**config.mk**
```make
export PLATFORM = sky130hd
export DESIGN_NAME = wash_dispatch_scheduler
export DESIGN_NICKNAME = d
export VERILOG_FILES = /design/src/rtl/wash_dispatch_scheduler_pkg.sv /design/src/rtl/wash_dispatch_scheduler_rr_pick.sv /design/src/rtl/wash_dispatch_scheduler.sv
export SDC_FILE = /design/constraint.sdc
export NUM_CORES = 1
export LEC_CHECK = 0
export ABC_AREA = 1
export CAP_MARGIN = 20
export CORE_UTILIZATION = 49
export CTS_CLUSTER_DIAMETER = 60
export DETAILED_ROUTE_END_ITERATION = 10
export HOLD_SLACK_MARGIN = 0.12
export PLACE_DENSITY = 0.76
export SLEW_MARGIN = 20
export SYNTH_ARGS = -nofsm -noshare
export SYNTH_HDL_FRONTEND = slang
export SYNTH_SLANG_ARGS = --single-unit
```
**constraint.sdc**
```tcl
create_clock -name i_clk -period 4.15 [get_ports i_clk]
set_clock_uncertainty 0.05 [all_clocks]
set_input_delay 0.83 -clock i_clk [delete_from_list [all_inputs] [get_ports i_clk]]
set_output_delay 0.83 -clock i_clk [all_outputs]
set_load 0.05 [all_outputs]
```
**src/rtl/wash_dispatch_scheduler_pkg.sv**
```systemverilog
// Shared types and default constants for the washer dispatch scheduler.
package wash_sched_pkg;

   typedef enum logic [1:0] {
      IDLE   = 2'd0,
      LAUNCH = 2'd1,
      SETTLE = 2'd2
   } sched_state_e;

   localparam int PRICE_SINGLE_DEF = 2;
   localparam int PRICE_DOUBLE_DEF = 3;
   localparam int CREDIT_W_DEF     = 5;
   localparam int CREDIT_MAX_DEF   = (1 << CREDIT_W_DEF) - 1;

endpackage

```
**src/rtl/wash_dispatch_scheduler_rr_pick.sv**
```systemverilog
// Combinational round-robin picker: first eligible index at or after the pointer, wrapping.
module rr_pick #(
   parameter int N  = 4,
   parameter int IW = 2
) (
   input  logic [N-1:0]  i_eligible,
   input  logic [IW-1:0] i_ptr,
   output logic          o_valid,
   output logic [IW-1:0] o_index
);

   localparam logic [IW:0] N_L = (IW+1)'(N);

   logic [IW:0]   w_sum;
   logic [IW-1:0] w_idx;

   // Scan from the farthest offset down so the nearest eligible index wins.
   always_comb begin
      o_valid = 1'b0;
      o_index = '0;
      w_sum   = '0;
      w_idx   = '0;
      for (int k = N - 1; k >= 0; k--) begin
         w_sum = {1'b0, i_ptr} + (IW+1)'(k);
         if (w_sum >= N_L) w_sum = w_sum - N_L;
         w_idx = w_sum[IW-1:0];
         if (i_eligible[w_idx]) begin
            o_valid = 1'b1;
            o_index = w_idx;
         end
      end
   end

endmodule

```
**src/rtl/wash_dispatch_scheduler.sv**
```systemverilog
// Coin-credit scheduler: grants one idle requesting washer round-robin, charges it, pulses start.
//  state  | meaning
//  IDLE   | waiting for an eligible washer; grant index and double flag latched on exit
//  LAUNCH | charge credit, pulse start, mark washer busy, advance round-robin pointer
//  SETTLE | start pulse visible; one dead cycle so starts are never back-to-back
module wash_dispatch_scheduler
   import wash_sched_pkg::*;
#(
   parameter int NUM_WASHERS  = 4,
   parameter int CREDIT_W     = CREDIT_W_DEF,
   parameter int PRICE_SINGLE = PRICE_SINGLE_DEF,
   parameter int PRICE_DOUBLE = PRICE_DOUBLE_DEF
) (
   input  logic                   i_clk,
   input  logic                   i_rst,
   input  logic                   i_coin_pulse,
   input  logic [NUM_WASHERS-1:0] i_req,
   input  logic [NUM_WASHERS-1:0] i_req_double,
   input  logic [NUM_WASHERS-1:0] i_wash_done,
   output logic [NUM_WASHERS-1:0] o_start,
   output logic [NUM_WASHERS-1:0] o_double_wash,
   output logic [NUM_WASHERS-1:0] o_busy,
   output logic [CREDIT_W-1:0]    o_credit,
   output logic                   o_credit_full
);

   localparam int                IW    = $clog2(NUM_WASHERS);
   localparam logic [CREDIT_W-1:0] P_SGL = CREDIT_W'(PRICE_SINGLE);
   localparam logic [CREDIT_W-1:0] P_DBL = CREDIT_W'(PRICE_DOUBLE);
   localparam logic [CREDIT_W-1:0] C_MAX = '1;
   localparam logic [IW-1:0]       LAST  = IW'(NUM_WASHERS - 1);

   sched_state_e            r_state, w_state_nxt;
   logic [IW-1:0]           r_grant, r_rr_ptr, w_pick_idx;
   logic                    r_grant_dbl, w_pick_valid, w_latch, w_launch;
   logic [NUM_WASHERS-1:0]  r_start, r_busy, r_dbl, r_done_q;
   logic [NUM_WASHERS-1:0]  w_elig, w_grant_oh, w_done_rise;
   logic [CREDIT_W-1:0]     r_credit, w_charge, w_price, w_credit_nxt;
   logic [CREDIT_W:0]       w_credit_sum;
   logic                    r_full;

   always_comb begin
      w_elig  = '0;
      w_price = '0;
      for (int i = 0; i < NUM_WASHERS; i++) begin
         w_price   = i_req_double[i] ? P_DBL : P_SGL;
         w_elig[i] = i_req[i] & ~r_busy[i] & (r_credit >= w_price);
      end
   end

   rr_pick #(.N(NUM_WASHERS), .IW(IW)) u_rr_pick (
      .i_eligible (w_elig),
      .i_ptr      (r_rr_ptr),
      .o_valid    (w_pick_valid),
      .o_index    (w_pick_idx)
   );

   always_ff @(posedge i_clk or posedge i_rst) begin
      if (i_rst) r_state <= IDLE;
      else       r_state <= w_state_nxt;
   end

   always_comb begin
      w_state_nxt = r_state;
      unique case (r_state)
         IDLE:    if (w_pick_valid) w_state_nxt = LAUNCH;
         LAUNCH:  w_state_nxt = SETTLE;
         SETTLE:  w_state_nxt = IDLE;
         default: w_state_nxt = IDLE;
      endcase
   end

   always_comb begin
      w_latch    = (r_state == IDLE) && w_pick_valid;
      w_launch   = (r_state == LAUNCH);
      w_charge   = '0;
      w_grant_oh = '0;
      if (w_launch) begin
         w_charge            = r_grant_dbl ? P_DBL : P_SGL;
         w_grant_oh[r_grant] = 1'b1;
      end
   end

   // Charge never exceeds credit, so the extra sum bit only flags coin overflow.
   assign w_credit_sum = {1'b0, r_credit} + {{CREDIT_W{1'b0}}, i_coin_pulse} - {1'b0, w_charge};
   assign w_credit_nxt = w_credit_sum[CREDIT_W] ? C_MAX : w_credit_sum[CREDIT_W-1:0];
   assign w_done_rise  = i_wash_done & ~r_done_q;

   always_ff @(posedge i_clk or posedge i_rst) begin
      if (i_rst) begin
         r_done_q    <= '0;
         r_credit    <= '0;
         r_full      <= 1'b0;
         r_start     <= '0;
         r_busy      <= '0;
         r_dbl       <= '0;
         r_grant     <= '0;
         r_grant_dbl <= 1'b0;
         r_rr_ptr    <= '0;
      end else begin
         r_done_q <= i_wash_done;
         r_credit <= w_credit_nxt;
         r_full   <= (w_credit_nxt == C_MAX);
         r_start  <= w_grant_oh;
         r_busy   <= (r_busy & ~w_done_rise) | w_grant_oh;
         r_dbl    <= (r_dbl & ~w_done_rise & ~w_grant_oh) | (r_grant_dbl ? w_grant_oh : '0);
         if (w_latch) begin
            r_grant     <= w_pick_idx;
            r_grant_dbl <= i_req_double[w_pick_idx];
         end
         if (w_launch) r_rr_ptr <= (r_grant == LAST) ? '0 : r_grant + IW'(1);
      end
   end

   assign o_start       = r_start;
   assign o_double_wash = r_dbl;
   assign o_busy        = r_busy;
   assign o_credit      = r_credit;
   assign o_credit_full = r_full;

endmodule

```
==> results of run 1 <==
## layout make-up
| class | count | share of cell area |
|---|---|---|
| Clock inverter | 1 | 0.0135 |
| Clock buffer | 7 | 0.0247 |
| Timing Repair Buffer | 32 | 0.144 |
| Sequential cell | 29 | 0.326 |
| Tap cell | 46 | 0.0258 |
| Inverter | 45 | 0.0758 |
| Multi-Input combinational cell | 143 | 0.391 |
## state kept, by name, indices dropped and copies added, names as in the netlist
signal and cells:
r_done_q 4, o_credit 5, r_grant_dbl 1, r_rr_ptr 2, o_credit_full 1, o_double_wash 4, o_start 4, o_busy 4
r_grant 2, r_state 2
## Yosys cell counts, types with 2 or more instances
library cell	instances	area [µm²]
nand2_1	33	124
nand2_2	7	43.8
a21oi_1	2	10.0
nor2_1	19	71.3
dfrtp_1	29	726
xor2_1	3	26.3
inv_1	41	154
o21ai_0	17	85.1
o22ai_1	4	25.0
nand4_1	4	25.0
inv_2	3	11.3
or2_2	3	18.8
nand3_1	23	115
nand3_2	2	20.0
ha_1	18	225
## worst max-delay path: cells and delay by family (launching register included)
kind	cells	cell delay [ns]
AND/OR/NAND/NOR	9	1.03
XOR/XNOR	1	0.23
buffers and inverters	2	0.42
adder cells (fa/ha/maj)	2	0.66
AO/OA/AOI/OAI	1	0.11
flip-flops	1	0.38
## path summary, 6_finish.rpt
check                                         from  cells after the start                       to
max                         r_state[1]$_DFFE_PP0P_                     15  o_credit_full$_DFF_PP0_
max reg2reg                 r_state[1]$_DFFE_PP0P_                     15  o_credit_full$_DFF_PP0_
min                        r_grant_dbl$_DFFE_PP0P_                      2  r_grant_dbl$_DFFE_PP0P_
max in group asynchronous                    i_rst                      2   r_grant[0]$_DFFE_PP0P_
min reg2reg                r_grant_dbl$_DFFE_PP0P_                      2  r_grant_dbl$_DFFE_PP0P_
min in group asynchronous                    i_rst                      2    r_done_q[2]$_DFF_PP0_
## through the flow
stage | utilization | hold slack, ns | worst slack [ns]
2_1_floorplan | - | 0.399 | 1.52
3_3_place_gp | 0.632 | 0.424 | 1.28
3_5_place_dp | 0.632 | 0.425 | 1.20
4_1_cts | 0.657 | 0.447 | 1.18
5_1_grt | 0.657 | 0.456 | 0.799
6_report | 0.657 | 0.446 | 1.21
## cell families after synthesis
group | synth area share
AOI/OAI and AO/OA | 0.0787
adders and majority gates | 0.139
DFF | 0.411
xor gates and xnor gates | 0.0149
and+or+nand+nor | 0.261
buffers and inverters | 0.0957
## layer usage
| metal | up-vias | share of wire |
|---|---|---|
| li1 | 768 | - |
| met5 | - | 0 |
| met4 | 0 | 0.021 |
| met2 | 35 | 0.44 |
| met3 | 6 | 0.057 |
| met1 | 642 | 0.48 |
==> impl_metrics.csv, run 1 <==
group,metric,value,unit
run_status,status,"complete, no violations",
setup_path,critPathRequiredTime,4.38,ns
setup_path,arrival,3.17,ns
sta,min_period,2.94,ns
placement,post-dp-hpwl,2.65,mm
grt,grt-ovfl-total,0,
final_layout,instances_no_fill,303,
sta,timing.final.crit_share,0.709,
setup_path,cp-end-kind,"flop",
yosys,ys_seq_area_frac,0.411,
sta,fmax,0.340,GHz
setup_path,cp-start-kind,"flop",
sta,finalSetupTns,0,ns
final_layout,stdcell_area,0.00223,mm²
setup_path,rrSetupSlack,1.21,ns
yosys,synth_ff_type,"dfrtp_1",
setup_path,critPathMaxStageDelay,0.38,ns
final_layout,multiInputGateArea,871,µm²
job,drv_cap,0,
sta,drv_slew,0,
drt,first_pass_iters,4,
grt,grt_pass1_vias,1282,
final_layout,diodes,0,
drt,postRouteAntennaNets,0,
sta,rsz0062_at_grt,"no",
yosys,synth_area,0.00177,mm²
grt,antenna_found_initial,0,
floorplan,die_w,62.0,µm
grt,use_met3,0.0642,
drt,routedWlPerCell,11.4,µm
yosys,synth_seq_cells,29,
final_layout,fill_cells,270,
final_layout,register_area,726,µm²
yosys,syn-num-nets,251,
grt,grt_most_used_layer,"met2",
placement,place_area,0.00214,mm²
drt,drcViolationCount,0,
final_layout,drive_gt1_frac,0.101,
floorplan,rows,21,
clocking,clock_sinks,29,
hold_path,hp-class,"flop to flop",
clocking,path_clk_slew,0.09,ns
setup_path,cpMostUsedCell,"nor2_1",
drt,wirelength,3.47,mm
floorplan,initial_core_util,0.521,
clocking,clkLatencyLatePin,0.34,ns
placement,gp_congestion,0.828,
clocking,ctsResizeCount,0,
clocking,root_buffer,"clkbuf_4",
floorplan,die_area,0.00385,mm²
drt,num_vias,1451,
setup_path,worstPathMaxFanout,9,
setup_path,slowest_stage,"dfrtp_1",
sta,worst_pin_slew,0.568,ns
final_layout,area_delta_synth_final,26.2,%
placement,place_inst,295,
final_layout,most-common-layout-cells,"inv_1 (40), nand2_1 (33), clkdlybuf4s50_1 (32), dfrtp_1 (29), nand3_1 (23)",
clocking,cts.htree.levels,2,
yosys,synth_enable_flop_cells,0,
yosys,yosys_warnings,0,
yosys,syn_inst,217,
floorplan,io_pins,33,
yosys,syn_area_per_cell,8.14,µm²
setup_path,path_cells,"nor2_1 > clkinv_1 > ha_1 > ha_1 > nand3_1 > and2_1 > nor2_1 > nor2_1 > nor2_1 > nor2_1 > xor2_1 > inv_1 > o21ai_0 > nand2_1 > nor2_1",
placement,port_buffers,32,
sta,maxSlewHeadroom,0.621,
floorplan,core,0.00339,mm²
grt,grt_util_all_layers,0.215,
yosys,synthArstFlopShare,1.00,
floorplan,die_y,62.0,µm
grt,grt_start_max_net_pins,30,
clocking,cts_made_buffers,5,
sta,hold_viol,0,
setup_path,path_class,"flop to flop",
yosys,yosysUniqueCellTypes,24,
clocking,ctsHoldBuffers,0,
drt,drtIter0Drc,90,
final_layout,nets,290,
final_layout,layout_commonest_cell,"inv_1",
sta,setup_violations,0,
clocking,cts_setup_buffers,0,
grt,met1_usage,0.289,
grt,grtUsageMet2,0.321,
clocking,clockBufferDepth,2,
clocking,cts_tree,"yes",
drt,vias_per_cell,4.79,
grt,grt_pass1_wl,5.61,mm
Power of run 1 is left out: the tool's default activity adds up to more than one toggle a clock period on the data nets, which glitch-free logic cannot reach.
==> run 2: changes to the inputs <==
--- a/config.mk
+++ b/config.mk
@@ -7,7 +7,7 @@
 export LEC_CHECK = 0
 export ABC_AREA = 1
 export CAP_MARGIN = 20
-export CORE_UTILIZATION = 49
+export CORE_UTILIZATION = 47
 export CTS_CLUSTER_DIAMETER = 60
 export DETAILED_ROUTE_END_ITERATION = 10
 export HOLD_SLACK_MARGIN = 0.12
==> constraint.sdc (replaced) <==
create_clock -name i_clk -period 2.5 [get_ports i_clk]
set_clock_uncertainty 0.05 [all_clocks]
set_input_delay 0.5 -clock i_clk [delete_from_list [all_inputs] [get_ports i_clk]]
set_output_delay 0.5 -clock i_clk [all_outputs]
set_load 0.05 [all_outputs]
==> run 2 against run 1 <==
  * The run now ends with setup timing left
  * Critical path depth up 1
  * Clock-buffer cell count shrank 1
  * Die area rose by 4.1%
  * Final cell count up 5.9%
  * Critical path type unchanged
  * Via count increased by 11%
  * Worst setup slack got worse by 1.2 ns
==> impl_metrics.csv, run 2 (synthesis results as in run 1) <==
group,metric,value,unit
drt,drtIter0Drc,91,
placement,port_buffers,32,
run_status,status,"finished with violations",
grt,grt-ovfl-total,0,
sta,drv_slew,0,
floorplan,initial_core_util,0.509,
final_layout,layout_commonest_cell,"inv_1",
setup_path,critPathRequiredTime,2.63,ns
drt,wirelength,4.23,mm
setup_path,rr_startpoint,"r_state[0]$_DFFE_PP0P_",
setup_path,cp-start-kind,"flop",
run_status,failed_checks,"setup timing",
drt,top_layer,"met4",
placement,place_inst,310,
clocking,cts_made_buffers,5,
setup_path,cp-end-kind,"flop",
clocking,cts_tree,"yes",
placement,gp_congestion,0.846,
floorplan,die_y,63.3,µm
drt,postRouteAntennaNets,0,
floorplan,io_pins,33,
setup_path,rrSetupSlack,-0.001,ns
grt,grt_pass1_wl,6.61,mm
sta,setup_violations,1,
final_layout,instances_no_fill,321,
final_layout,diodes,0,
clocking,root_buffer,"clkbuf_8",
drt,wl_met3,172,µm
setup_path,r2r_end,"o_credit_full$_DFF_PP0_",
placement,post-dp-hpwl,3.01,mm
clocking,clock_sinks,29,
final_layout,area_delta_synth_final,39.2,%
grt,grt_pass1_vias,1504,
setup_path,path_class,"flop to flop",
sta,fmax,0.400,GHz
drt,met2_length,2.08,mm
job,drv_cap,0,
clocking,clockBufferDepth,2,
grt,antenna_found_initial,0,
sta,post-route-worst-setup-slack,-0.00107,ns
grt,grt_start_max_net_pins,30,
final_layout,drive_gt1_frac,0.225,
sta,hold_slack,0.456,ns
setup_path,ff2ff_path_depth,16,
final_layout,fill_cells,292,
drt,routedWlPerCell,13.2,µm
clocking,path_clk_slew,0.07,ns
drt,num_vias,1610,
final_layout,largest_reg_flops,5,
final_layout,final_core_util,0.709,
placement,dp_slack,-0.0797,ns
sta,hold_viol,0,
floorplan,core,0.00347,mm²
floorplan,rows,21,
clocking,ctsHoldBuffers,0,
drt,drcViolationCount,0,
clocking,cts.htree.levels,2,
setup_path,critPathLaunch,"r_state[0]$_DFFE_PP0P_",
sta,timing.final.crit_share,1.00,
floorplan,die_area,0.00401,mm²
final_layout,nets,308,
sta,maxSlewHeadroom,0.652,
final_layout,most-common-layout-cells,"inv_1 (37), clkdlybuf4s50_1 (32), nand2_1 (31), dfrtp_1 (29), nand3_1 (21)",
floorplan,die_w,63.3,µm
sta,min_period,2.50,ns
drt,first_pass_iters,4,
grt,grt_util_all_layers,0.217,
setup_path,worstPathMaxFanout,4,
setup_path,arrival,2.63,ns
drt,vias_per_cell,5.02,
hold_path,hp-class,"flop to flop",
sta,worst_pin_slew,0.520,ns
clocking,clkLatencyLatePin,0.28,ns
setup_path,crit_end,"o_credit_full$_DFF_PP0_",
drt,wl_met1,1.93,mm
run 2: cell count changes in the layout (fill, tap and decap cells not counted), sizes merged:
cell,before,now
inv,44,45
clkinv,1,2
clkbuf,7,6
buf,0,18
bufinv,1,0
run 2: routing by layer:
layer	track usage	up-vias
met2	0.351	35
met5	0	-
met4	0.0767	0
met1	0.285	766
met3	0.0507	6
li1	-	803
run 2: what timing repair did:
| action | in CTS | in global routing |
|---|---|---|
| gates resized for setup | 0 | 22 |
| endpoints found under the hold margin | 0 | 0 |
| setup buffers | 0 | 3 |
| endpoints found under the setup margin | 0 | 3 |
run 2: worst min path at each step:
stage                            startpoint                       to  slack (ns)  depth (start not counted)
finish                r_done_q[1]$_DFF_PP0_      o_busy[1]$_DFF_PP0_        0.46                          2
global route          r_done_q[1]$_DFF_PP0_      o_busy[1]$_DFF_PP0_        0.49                          2
detailed placement   r_state[1]$_DFFE_PP0P_   r_state[1]$_DFFE_PP0P_        0.41                          1
global placement     r_state[1]$_DFFE_PP0P_   r_state[1]$_DFFE_PP0P_        0.40                          1
CTS                  r_state[1]$_DFFE_PP0P_   r_state[1]$_DFFE_PP0P_        0.42                          1
floorplan           r_grant_dbl$_DFFE_PP0P_  r_grant_dbl$_DFFE_PP0P_        0.40                          2
run 2: through the flow:
step                      cell area, µm²   TNS, ns
after floorplan                     1770         0
after global placement              2260   -0.0890
after detailed placement            2260    -0.137
after CTS                           2340         0
after global routing                2460    -0.169
final                               2460  -0.00107
run 2: critical path: stages (launching register included):
cell and delay [ns]:
dfrtp_1 0.36, inv_2 0.06, nor2_4 0.18, nand2_2 0.09, inv_2 0.07, ha_4 0.19, inv_1 0.05, ha_1 0.15
inv_1 0.06, fa_2 0.35, nor2_2 0.16, nor2_1 0.08, o21bai_1 0.21, or2_2 0.17, nand3_4 0.08, nand3_2 0.07
nor2_1 0.04
run 2: layout make-up:
| type | instances | area (µm²) | share of cell area |
|---|---|---|---|
| Sequential cell | 29 | 726 | 0.295 |
| Clock buffer | 6 | 72.6 | 0.0295 |
| Multi-Input combinational cell | 143 | 965 | 0.393 |
| Inverter | 45 | 171 | 0.0698 |
| Clock inverter | 2 | 10.0 | 0.00407 |
| Timing Repair Buffer | 50 | 455 | 0.185 |
| Tap cell | 46 | 57.6 | 0.0234 |
Power of run 2 is left out for the same reason.
